==> config.mk <==
export PLATFORM = sky130hd
export DESIGN_NAME = arith_sequencer
export DESIGN_NICKNAME = d
export VERILOG_FILES = /design/src/rtl/arith_sequencer.sv
export SDC_FILE = /design/constraint.sdc
export NUM_CORES = 1
export LEC_CHECK = 0
export CORE_ASPECT_RATIO = 1.2
export CORE_MARGIN = 5
export CORE_UTILIZATION = 47
export CTS_CLUSTER_DIAMETER = 100
export CTS_CLUSTER_SIZE = 40
export DETAILED_ROUTE_END_ITERATION = 8
export PLACE_DENSITY_LB_ADDON = 0.12
export SLEW_MARGIN = 20
export SYNTH_ARGS = -nofsm -noshare
export SYNTH_HDL_FRONTEND = slang
export SYNTH_SLANG_ARGS = --single-unit
==> constraint.sdc <==
create_clock -name CLOCK_50 -period 2.7 [get_ports CLOCK_50]
set_clock_uncertainty 0.2 [all_clocks]
set_input_delay 0.54 -clock CLOCK_50 [delete_from_list [all_inputs] [get_ports CLOCK_50]]
set_output_delay 0.54 -clock CLOCK_50 [all_outputs]
set_load 0.01 [all_outputs]
==> src/rtl/arith_sequencer.sv <==
// rtl/arith_sequencer.sv - key-launched operand latch, start pulse and watchdog for the 8-bit arithmetic unit
// Optional key debouncer: define ARITH_SEQ_DEBOUNCE_EN.
module arith_sequencer #(
  parameter int WIDTH      = 8,
  parameter int OPW        = 5,
  parameter int TIMEOUT    = 255,
  parameter int DEB_CYCLES = 16
) (
  input  logic             CLOCK_50,
  input  logic             rst_n,
  input  logic             key_n,
  input  logic [WIDTH-1:0] sw_a,
  input  logic [WIDTH-1:0] sw_b,
  input  logic [OPW-1:0]   sw_sel,
  output logic [WIDTH-1:0] au_a,
  output logic [WIDTH-1:0] au_b,
  output logic [OPW-1:0]   au_sel,
  output logic             au_start,
  input  logic             au_done,
  input  logic [WIDTH-1:0] au_hi,
  input  logic [WIDTH-1:0] au_lo,
  output logic [WIDTH-1:0] res_hi,
  output logic [WIDTH-1:0] res_lo,
  output logic             busy,
  output logic             done,
  output logic             err,
  output logic [7:0]       op_count
);

  typedef enum logic [1:0] {
    S_IDLE   = 2'd0,
    S_LAUNCH = 2'd1,
    S_WAIT   = 2'd2
  } state_t;

  // Last legal watchdog value; WAIT lasts at most TIMEOUT cycles.
  localparam logic [15:0] TIMER_LAST = 16'(TIMEOUT - 1);

  state_t      state;
  state_t      state_next;
  logic        key_meta;
  logic        key_s;
  logic        press;
  logic [15:0] timer;
  logic        load_ops;
  logic        capture;
  logic        timeout_hit;

  // Two-flop synchroniser for the asynchronous key; idles at released (1).
  always_ff @(posedge CLOCK_50 or negedge rst_n) begin
    if (!rst_n) begin
      key_meta <= 1'b1;
      key_s    <= 1'b1;
    end else begin
      key_meta <= key_n;
      key_s    <= key_meta;
    end
  end

`ifdef ARITH_SEQ_DEBOUNCE_EN
  localparam int DW = (DEB_CYCLES < 2) ? 1 : $clog2(DEB_CYCLES);
  localparam logic [DW-1:0] DEB_LAST = DW'(DEB_CYCLES - 1);

  logic [DW-1:0] deb_cnt;
  logic          key_acc;
  logic          key_acc_q;

  // Accept a new key level only after it has differed for DEB_CYCLES cycles in a row.
  always_ff @(posedge CLOCK_50 or negedge rst_n) begin
    if (!rst_n) begin
      deb_cnt <= '0;
      key_acc <= 1'b1;
    end else if (key_s == key_acc) begin
      deb_cnt <= '0;
    end else if (deb_cnt == DEB_LAST) begin
      deb_cnt <= '0;
      key_acc <= key_s;
    end else begin
      deb_cnt <= deb_cnt + 1'b1;
    end
  end

  // Registered copy of the accepted level for falling-edge detection.
  always_ff @(posedge CLOCK_50 or negedge rst_n) begin
    if (!rst_n) begin
      key_acc_q <= 1'b1;
    end else begin
      key_acc_q <= key_acc;
    end
  end

  assign press = key_acc_q & ~key_acc;
`else
  logic key_q;

  // Registered copy of the synchronised key for falling-edge detection.
  always_ff @(posedge CLOCK_50 or negedge rst_n) begin
    if (!rst_n) begin
      key_q <= 1'b1;
    end else begin
      key_q <= key_s;
    end
  end

  assign press = key_q & ~key_s;
`endif

  // FSM state register.
  always_ff @(posedge CLOCK_50 or negedge rst_n) begin
    if (!rst_n) begin
      state <= S_IDLE;
    end else begin
      state <= state_next;
    end
  end

  // Next state and datapath strobes; presses outside IDLE fall through unused.
  always_comb begin
    state_next  = state;
    load_ops    = 1'b0;
    capture     = 1'b0;
    timeout_hit = 1'b0;
    case (state)
      S_IDLE: begin
        if (press) begin
          load_ops   = 1'b1;
          state_next = S_LAUNCH;
        end
      end
      S_LAUNCH: begin
        state_next = S_WAIT;
      end
      S_WAIT: begin
        if (au_done) begin
          capture    = 1'b1;
          state_next = S_IDLE;
        end else if (timer == TIMER_LAST) begin
          timeout_hit = 1'b1;
          state_next  = S_IDLE;
        end
      end
      default: begin
        state_next = S_IDLE;
      end
    endcase
  end

  assign busy = (state == S_LAUNCH) || (state == S_WAIT);

  // Watchdog: cleared in LAUNCH, counts WAIT cycles without completion.
  always_ff @(posedge CLOCK_50 or negedge rst_n) begin
    if (!rst_n) begin
      timer <= '0;
    end else if (state == S_LAUNCH) begin
      timer <= '0;
    end else if ((state == S_WAIT) && !capture && !timeout_hit) begin
      timer <= timer + 16'd1;
    end
  end

  // Start pulse is a flop so it is high for exactly the LAUNCH cycle.
  always_ff @(posedge CLOCK_50 or negedge rst_n) begin
    if (!rst_n) begin
      au_start <= 1'b0;
    end else begin
      au_start <= load_ops;
    end
  end

  // Operand freeze on launch; later switch changes are ignored.
  always_ff @(posedge CLOCK_50 or negedge rst_n) begin
    if (!rst_n) begin
      au_a   <= '0;
      au_b   <= '0;
      au_sel <= '0;
    end else if (load_ops) begin
      au_a   <= sw_a;
      au_b   <= sw_b;
      au_sel <= sw_sel;
    end
  end

  // Result hold, sticky status flags and completion counter.
  always_ff @(posedge CLOCK_50 or negedge rst_n) begin
    if (!rst_n) begin
      res_hi   <= '0;
      res_lo   <= '0;
      done     <= 1'b0;
      err      <= 1'b0;
      op_count <= '0;
    end else if (load_ops) begin
      done <= 1'b0;
      err  <= 1'b0;
    end else if (capture) begin
      res_hi   <= au_hi;
      res_lo   <= au_lo;
      done     <= 1'b1;
      op_count <= op_count + 8'd1;
    end else if (timeout_hit) begin
      err <= 1'b1;
    end
  end

endmodule

### Yosys cells after proc, flatten, opt, wreduce, memory -nomap -nowiden

Index checks and enable logic that the tools add are counted.

* muxes and demuxes: 18
* reduce and logical (&&, ||, !) cells: 12
* bitwise gates (word level): 3
* $add $sub $neg: 2
* equality and inequality tests: 6

Operators by type and width (number)
* $mux 16: 2
* $add 16x1->16 const B: 1
* $eq 16x8->1 const B: 1
* $mux 1: 12
* $add 8x1->8 const B: 1
* $mux 2: 3
* $pmux 2 s3: 1
* $reduce_and 2->1: 3
* $reduce_bool 2->1: 3
* $ne 2x2->1 const B: 2
* $ne 3x3->1 const B: 1
* $eq 2x1->1 const B: 1
* $eq 2x2->1 const B: 1
* $logic_and 1x1->1: 2
* $logic_not 1->1: 2
* $logic_not 2->1: 1
* $not 1->1: 2
* $and 1x1->1: 1
* $logic_or 1x1->1: 1

* register bits after elaboration: 69
* output and inout bits: 49
* word-level logic and storage cells: 55
* input port bits: 41

### Logic depth before layout (Yosys ltp)

Gate-level depths: netlist (run 1).

* depth in word-level cells: 8
* gate-level depth with buffers: 8

### Least setup slack after synthesis (run 1)

Ideal clock, no wire load.

* kind: reg-to-reg
* start point: register timer[0]
* end point: register state[1]
* path buffers: 1
* arrival time: 1.954 ns
* path slack: 0.421 ns
* required time: 2.375 ns
* stages on the path, launching flop included: 8
* cells stage by stage: dfrtp_1 > inv_1 > ha_1 > or3b_2 > nor4_4 > buf_6 > o22ai_2 > mux2_4

* longest elaborated chain between the ends: 3

Ends and longest elaborated chain
* start, declared: line 44 `logic [15:0] timer;`
* start signal, assigned: line 157 `timer <= timer + 16'd1;`
* $eq 16x8->1: line 137 `end else if (timer == TIMER_LAST) begin`
* $ne 3x3->1 (no line)
* $reduce_and 2->1 (no line)
* end signal, assigned: line 113 `state <= state_next;`
* end, declared: line 39 `state_t state;`

Every way passes these cells.
A chain may end at the register's enable or synchronous reset.

### Worst setup path after layout (run 1)

* start point: register timer[0]
* end point: register timer[8]

* longest elaborated chain between the ends: 7

Ends and longest elaborated chain
* branches (longest 7 deep; another with $add 16x1->16)

Several ways; the timed one is not identified. The select of a mux whose other input is x is not followed.

==> results of run 1 <==
-- power breakdown --
| group | switching, mW | internal, mW |
|---|---|---|
| sequential | 0.218 | 1.38 |
| clock | 0.390 | 0.614 |
| combinational | 0.665 | 0.899 |
-- worst min path at each step --
stage,depth (start not counted),end
3_3_place_gp,0,key_s
6_report,2,timer[3]
2_1_floorplan,0,au_a[0]
4_1_cts,2,au_a[6]
3_5_place_dp,0,key_s
5_1_grt,2,timer[3]
-- final cells by class --
cell class              count  share of cell area
clock buffers              10             0.03010
clock inverters             6             0.02626
inverters                   7            0.006197
multi-input cells         186              0.2791
flip-flops and latches     69              0.4081
well taps                  82             0.02420
repair buffers             97              0.2260
-- layout by cell type, fill, tap and decap left out, types with 2 or more instances in the layout --
master,Yosys,routed
a21oi_1,9,9
buf_4,0,7
bufinv_16,0,3
clkbuf_8,0,9
clkdlybuf4s50_1,0,88
dfrtp_1,66,66
dfstp_2,3,3
ha_1,6,6
inv_1,6,6
mux2_2,17,17
mux2_4,2,2
nand2_1,72,72
nand3_1,7,7
nand4_1,4,4
nand4b_1,2,2
nor2_1,11,11
nor2b_1,2,2
nor3_1,2,2
nor4_1,6,6
o21ai_0,3,3
o31ai_1,6,6
o41ai_1,2,2
or2_2,2,2
or3_1,2,2
or4_1,2,2
or4_2,2,2
xnor2_1,10,10
xor2_1,2,2
-- flip-flops by register name (all words and copies together), names as in the netlist --
name,count
key_q,1
au_sel,5
res_lo,8
done,1
timer,16
res_hi,8
key_s,1
au_start,1
err,1
key_meta,1
au_a,8
au_b,8
op_count,8
state,2
-- stage by stage --
| step | cells | setup slack (ns) | util | total power, mW | hold slack, ns |
|---|---|---|---|---|---|
| after floorplan | 271 | 0.4213 | - | 2.272 | 0.04441 |
| after global placement | 441 | 0.2380 | 0.6571 | 3.155 | 0.1475 |
| after detailed placement | 441 | 0.2196 | 0.6571 | 3.197 | 0.1500 |
| after CTS | 457 | 0.2834 | 0.6963 | 4.228 | 0.02128 |
| after global routing | 457 | 0.1951 | 0.6963 | 4.415 | 0.03544 |
| final | 457 | 0.3001 | 0.6963 | 4.165 | 0.009045 |
-- critical path, delay by kind of cell (launching register included) --
kind            cells  cell delay (ns)
buf+inv             1             0.10
simple gates        3             1.31
compound gates      1             0.06
fa+ha+maj           1             0.15
flops               1             0.44
-- routing by layer --
metal	wire, um	GRT usage	vias up
met2	3452	0.3000	58
met1	2825	0.2170	1119
met5	0	0	-
met3	550	0.07699	13
li1	-	-	1125
met4	167	0.08176	0
-- logic make-up (layout without fill, tap and decap cells) --
family / after synthesis / after routing / synth area share
and+or+nand+nor: 124 / 124 / 0.2048
DFF: 69 / 69 / 0.5804
xor gates and xnor gates: 12 / 12 / 0.03525
muxes: 19 / 19 / 0.07428
buffers and inverters: 16 / 120 / 0.02266
adders and majority gates: 6 / 6 / 0.02518
AOI/OAI and AO/OA: 25 / 25 / 0.05749
==> flow_summary.ini, run 1 <==
[critical_path]
required_ns = 2.69
cp-start-kind = register
crit_fanout = 5
r2r-start = timer[0]
reg2reg_slack_ns = 0.30
criticalPathCategory = register to register
arrival_ns = 2.39
crit_chain = inv_1 > ha_1 > or3b_2 > nor4_1 > or4b_2 > a21oi_1
cpPeakStageDelay_ns = 0.58
ff2ff_path_depth = 6
endpoint_kind = register
cp-startpoint = timer[0]
crit_slowest_cell = nor4_1
r2r_end = timer[8]
crit_end = timer[8]

[clock_tree]
holdBufCountCts = 0
postCtsSetupRepairBufs = 0
cts_tree = built
clkLatencyLatePin_ns = 0.34
clockRootBuffer = clkbuf_8
htree_num_levels = 3
cts.clk_slew.worst_paths_ns = 0.07
cts_buffers = 9
clock-sinks = 69
ctsResizeCount = 0
cts_max_path_buffers = 2

[placed_design]
post-dp-hpwl_mm = 4.927
io_buffers = 89
placed_area_sq_um = 4001
gp_congestion = 0.8232

[layout]
post_route_cells_drive_above_1_share = 0.1600
nets = 417
nFillCells = 467
postLayoutCellArea_sq_um = 4240
seqCellArea_sq_um = 1730
syn_to_final_growth_pct = 42.22
multiInputGateArea_sq_um = 1184
n_antenna_cell = 0

[global_routing]
overflow = 0
gr-usage-all-layers = 0.1878
antenna_found_initial = 0
grt_pass1_wl_mm = 11.73
grt_start_max_net_pins = 70
grt_pass1_vias = 2552

[timing]
period_share = 0.8889
maxSlewViolCount = 0
max_freq_mhz = 416.7
rsz0062_at_grt = false
fin_tns_setup_ns = 0
fin_crit_ns = 2.400
finalHoldViolations = 0
finalSetupViolCount = 0
relSlewSlack = 0.5248
worst_pin_slew_ns = 0.7128

[synth]
synthTopCellsByCount = nand2_1, dfrtp_1, mux2_2
syn-cell-area_sq_um = 2982
synthFlopType = dfrtp_1
yosys_register_bits = 69
synth_top_cells_by_area = dfrtp_1, nand2_1, mux2_2
synth_top_area_frac = 0.5539
syn_area_per_cell_sq_um = 11.00
synth_most_common_cell = nand2_1
synth_top_cell_by_area = dfrtp_1
yosysSeqAreaShare = 0.5804
syn_nets = 318
syn_inst = 271
ys.warnings.count = 0
synth_edf_count = 0
async_flop_share = 1.000
synth_cell_type_count = 42

[route]
vias = 2315
antenna_left = 0
routedWlPerCell_um = 15.31
post-route-drc-count = 0
wl_mm = 6.995
vias_per_cell = 5.066
first_pass_iters = 6
drtIter0Drc = 76

[floorplanning]
die_area_sq_um = 8044
start_util = 0.4896
ios = 90
chipWidth_um = 82.71
num_rows = 31
design.core.area_sq_um = 6090
die_h_um = 97.25

[power]
p_leak_nw = 1.858
powerDensity_nw_per_um2 = 982.2
ir_worst_vdd_mv = 0.6578

[worst_hold_path]
hp-class = input pin to async pin

[job]
maxCapViolations = 0

[status]
outcome = complete, no violations
Power figures use the tool's default switching activity.
==> run 2: changes to the inputs <==
- SETUP_SLACK_MARGIN: unset -> 0.5
- clock period: 2.7 -> 2.75 ns (I/O delays scaled with it)
==> flow_summary.ini, run 2 (synthesized netlist as in run 1, its figures left out) <==
[route]
vias_per_cell = 5.113
antenna_left = 0
routedWlPerCell_um = 14.94
first_pass_iters = 6
wl_mm = 6.900
drtIter0Drc = 77
post-route-drc-count = 0
vias = 2362

[critical_path]
cp_top_family = simple AND/OR/NAND/NOR gates
arrival_ns = 2.24
reg2reg_slack_ns = 0.52
ff2ff_path_depth = 7
r2r_end = state[1]
r2r-start = timer[0]
cpPeakStageDelay_ns = 0.42
required_ns = 2.77
crit_slowest_cell = dfrtp_1
cp-start-kind = register
path_buf_inv = 2
crit_fanout = 5
endpoint_kind = register
crit_chain = inv_2 > ha_1 > or3b_4 > nor4_4 > buf_6 > o22ai_4 > mux2_4
criticalPathCategory = register to register

[power]
p_leak_nw = 1.862
powerDensity_nw_per_um2 = 908.8
ir_worst_vdd_mv = 0.6637
power.total_mw = 3.854

[timing]
finalHoldViolations = 0
final.setup.worst_slack_ns = 0.5239
period_share = 0.8095
maxSlewViolCount = 0
fin_crit_ns = 2.226
max_freq_mhz = 449.2
worst_pin_slew_ns = 0.7029
finalSetupViolCount = 0
rsz0062_at_grt = true
fin_tns_setup_ns = 0
relSlewSlack = 0.5314

[worst_hold_path]
hp-class = input pin to async pin

[clock_tree]
cts.clk_slew.worst_paths_ns = 0.07
clock-sinks = 69
cts_buffers = 9
cts_tree = built
htree_num_levels = 3
cts_max_path_buffers = 2
holdBufCountCts = 0
clkLatencyLatePin_ns = 0.33
clockRootBuffer = clkbuf_8

[floorplanning]
start_util = 0.4896
ios = 90
die_h_um = 97.25
design.core.area_sq_um = 6090
chipWidth_um = 82.71
num_rows = 31
die_area_sq_um = 8044

[layout]
n_antenna_cell = 0
final_cell_mix = clkdlybuf4s50_1, nand2_1, dfrtp_1
post_route_cells_drive_above_1_share = 0.1711
nets = 422
syn_to_final_growth_pct = 42.22
stdcell_count = 462
nFillCells = 466
fin_util = 0.6963
layout_commonest_cell = clkdlybuf4s50_1
top_register = timer
largest_reg_flops = 16

[global_routing]
gr-usage-all-layers = 0.1878
grt_pass1_vias = 2480
antenna_found_initial = 0
grt_pass1_wl_mm = 11.67
grt_start_max_net_pins = 32
overflow = 0

[status]
outcome = complete, no violations

[placed_design]
dpl.cell_count = 442
gp_congestion = 0.8556
post-dp-hpwl_mm = 4.949
io_buffers = 89
place_ws_ns = 0.2685

[job]
maxCapViolations = 0
==> run 2: changes by cell type in the layout (fill, tap and decap cells not counted), moves of 2 or more <==
cell       before  now
clkbuf_1        1    4
bufinv_16       3    0
buf_4           7    9
clkbuf_8        9   11
==> run 2: per-stage QoR <==
| step | hold WS (ns) | cell area (sq um) |
|---|---|---|
| CTS | 0.03408 | 4185 |
| finish | 0.02853 | 4240 |
| floorplan | 0.05441 | 2984 |
| global placement | 0.1464 | 4011 |
| global route | 0.06115 | 4240 |
| detailed placement | 0.1496 | 4011 |
==> run 2: repair_timing <==
action	4_1_cts	5_1_grt
gates cloned	0	1
resized for setup	2	4
setup buffers	0	3
pin swaps	0	1
endpoints found under the setup margin	3	6
hold endpoints to repair	0	0
==> run 2: cell type report <==
| type | count | area, sq um | share of cell area |
|---|---|---|---|
| clock buffers | 15 | 166.4 | 0.03924 |
| clock inverters | 1 | 5.005 | 0.001180 |
| inverters | 7 | 26.28 | 0.006197 |
| multi-input cells | 186 | 1200 | 0.2830 |
| flip-flops and latches | 69 | 1732 | 0.4084 |
| well taps | 82 | 102.6 | 0.02420 |
| repair buffers | 102 | 1008 | 0.2378 |
==> run 2: worst max path at each step <==
| stage | cells past startpoint | slack, ns | start | to |
|---|---|---|---|---|
| global placement | 5 | 0.28 | au_done | timer[6] |
| CTS | 5 | 0.52 | timer[11] | state[1] |
| finish | 7 | 0.52 | timer[0] | state[1] |
| global route | 7 | 0.44 | timer[0] | state[1] |
| floorplan | 5 | 0.58 | timer[11] | state[1] |
| detailed placement | 5 | 0.27 | au_done | timer[6] |
==> run 2: worst register-to-register path, delay by kind of cell (launching register included) <==
family | cells | cell delay [ns]
DFF | 1 | 0.42
adders and majority gates | 1 | 0.15
buffers and inverters | 2 | 0.26
AOI/OAI and AO/OA | 1 | 0.07
and+or+nand+nor | 2 | 0.73
muxes | 1 | 0.30
==> run 2: per-layer routing <==
layer / GRT usage / vias to the layer above / routed length (um)
li1: - / 1135 / -
met4: 0.05660 / 0 / 80
met1: 0.2237 / 1147 / 2806
met2: 0.2914 / 73 / 3346
met5: 0 / - / 0
met3: 0.09833 / 7 / 666
==> run 2: report_power, final <==
group	internal [mW]	switching (mW)	leakage [nW]	total [mW]
clock network	0.378	0.355	0.0877	0.733
registers	1.35	0.204	0.877	1.56
logic	0.901	0.661	0.898	1.56
==> run 3: changes to the inputs <==
- CORE_UTILIZATION: 47 -> 42
- clock period: 2.75 -> 2 ns (I/O delays scaled with it)
==> flow_summary.ini, run 3 (synthesized netlist as in run 1, its figures left out) <==
[status]
outcome = complete, but fails checks
violations = setup timing

[floorplanning]
die_area_sq_um = 8891
start_util = 0.4324
ios = 90
num_rows = 33
chipWidth_um = 86.92
die_h_um = 102.3
design.core.area_sq_um = 6895

[route]
routedWlPerCell_um = 16.37
met3_wirelength_um = 505
met1Wirelength_mm = 3.512
route.met2.wl_mm = 4.748
highest_layer = met4
wl_mm = 8.858
antenna_left = 0
vias = 2696
post-route-drc-count = 0
drtIter0Drc = 104
vias_per_cell = 4.983
first_pass_iters = 4

[critical_path]
criticalPathCategory = register to register
required_ns = 2.02
ff2ff_path_depth = 5
reg2reg_slack_ns = -0.16
arrival_ns = 2.18
cp-start-kind = register
crit_fanout = 4
r2r-start = timer[9]
endpoint_kind = register
r2r_end = state[1]

[placed_design]
place_ws_ns = -0.3073
dpl.cell_count = 475
post-dp-hpwl_mm = 5.293
gp_congestion = 0.8652
io_buffers = 89

[timing]
relSlewSlack = 0.5903
hold_slack_ns = 0.1566
finalSetupViolCount = 11
rsz0062_at_grt = true
fin_crit_ns = 2.163
max_freq_mhz = 462.4
final.setup.worst_slack_ns = -0.1626
maxSlewViolCount = 0
worst_pin_slew_ns = 0.6145
period_share = 1.081
finalHoldViolations = 0

[clock_tree]
clockRootBuffer = clkbuf_8
htree_num_levels = 3
cts.clk_slew.worst_paths_ns = 0.07
cts_max_path_buffers = 2
cts_buffers = 9
cts_tree = built
clock-sinks = 69
clkLatencyLatePin_ns = 0.33

[layout]
final_cell_mix = nand2_1, buf_4, dfrtp_1
nFillCells = 495
stdcell_count = 541
post_route_cells_drive_above_1_share = 0.5044
nets = 498
top_register = timer
largest_reg_flops = 16
layout_commonest_cell = nand2_1
syn_to_final_growth_pct = 69.58
n_antenna_cell = 0

[power]
ir_worst_vdd_mv = 0.8204
swShare = 0.3383
power.total_mw = 5.805
seqPwrFrac = 0.366
internal-power_mw = 3.841
powerDensity_nw_per_um2 = 1148
p_leak_nw = 2.523
clockPowerShare = 0.157
p_comb_frac = 0.476
switching_power_mw = 1.964

[job]
maxCapViolations = 0

[worst_hold_path]
hp-start = key_meta
whs_path_depth = 0
hold_end = key_s
hp-class = register to register

[global_routing]
grt_pass1_vias = 2687
overflow = 0
grt_pass1_wl_mm = 13.33
gr-usage-all-layers = 0.1931
grt_start_max_net_pins = 70
antenna_found_initial = 0
==> run 3: layer usage <==
metal	track usage	vias to the layer above
li1	-	1282
met1	0.2324	1347
met2	0.3255	58
met3	0.06613	9
met4	0.05995	0
met5	0	-
==> run 3: worst max path at each step <==
stage | startpoint | endpoint | slack (ns) | cells after the start
after floorplan | timer[0] | state[1] | -0.15 | 7
after global placement | au_done | timer[2] | -0.27 | 6
after detailed placement | au_done | timer[8] | -0.31 | 5
after CTS | timer[0] | state[1] | -0.14 | 7
after global routing | timer[0] | timer[1] | -0.24 | 9
final | timer[9] | state[1] | -0.16 | 5
==> run 3: cell type report <==
type,instances,area [sq um],area share
flip-flops and latches,69,1735,0.3432
well taps,87,108.9,0.02153
inverters,7,33.78,0.006682
multi-input cells,186,1545,0.3056
repair buffers,178,1486,0.2940
clock inverters,3,15.01,0.002970
clock buffers,11,131.4,0.02598
==> run 3: critical path, cell delays in order, from the launching register on <==
cell and delay [ns]:
dfrtp_1 0.38, or4_4 0.57, nor4_4 0.34, buf_4 0.20
o22ai_2 0.07, mux2_4 0.30
==> run 3: metrics by stage <==
step           utilization  TNS [ns]  area (sq um)
2_1_floorplan            -   -0.3548          3182
3_3_place_gp        0.6422    -3.490          4428
3_5_place_dp        0.6422    -4.559          4428
4_1_cts             0.6859   -0.6695          4730
5_1_grt             0.7333    -1.940          5056
6_report            0.7333    -1.001          5056
==> run 3: power by group through the flow <==
stage	clock network [mW]	registers [mW]	logic, mW
6_report	0.914	2.13	2.77
4_1_cts	0.948	2.12	2.42
3_5_place_dp	0	2.17	2.47
2_1_floorplan	0	2.36	0.951
3_3_place_gp	0	2.15	2.43
5_1_grt	1.00	2.18	2.99
==> run 3: timing repair <==
item / CTS / global route
gates cloned: 1 / 1
setup endpoints to repair: 114 / 92
pin swaps: 21 / 22
buffers inserted: 27 / 22
gates resized for setup: 234 / 31
hold buffers: 1 / 0
hold endpoints to repair: 66 / 0
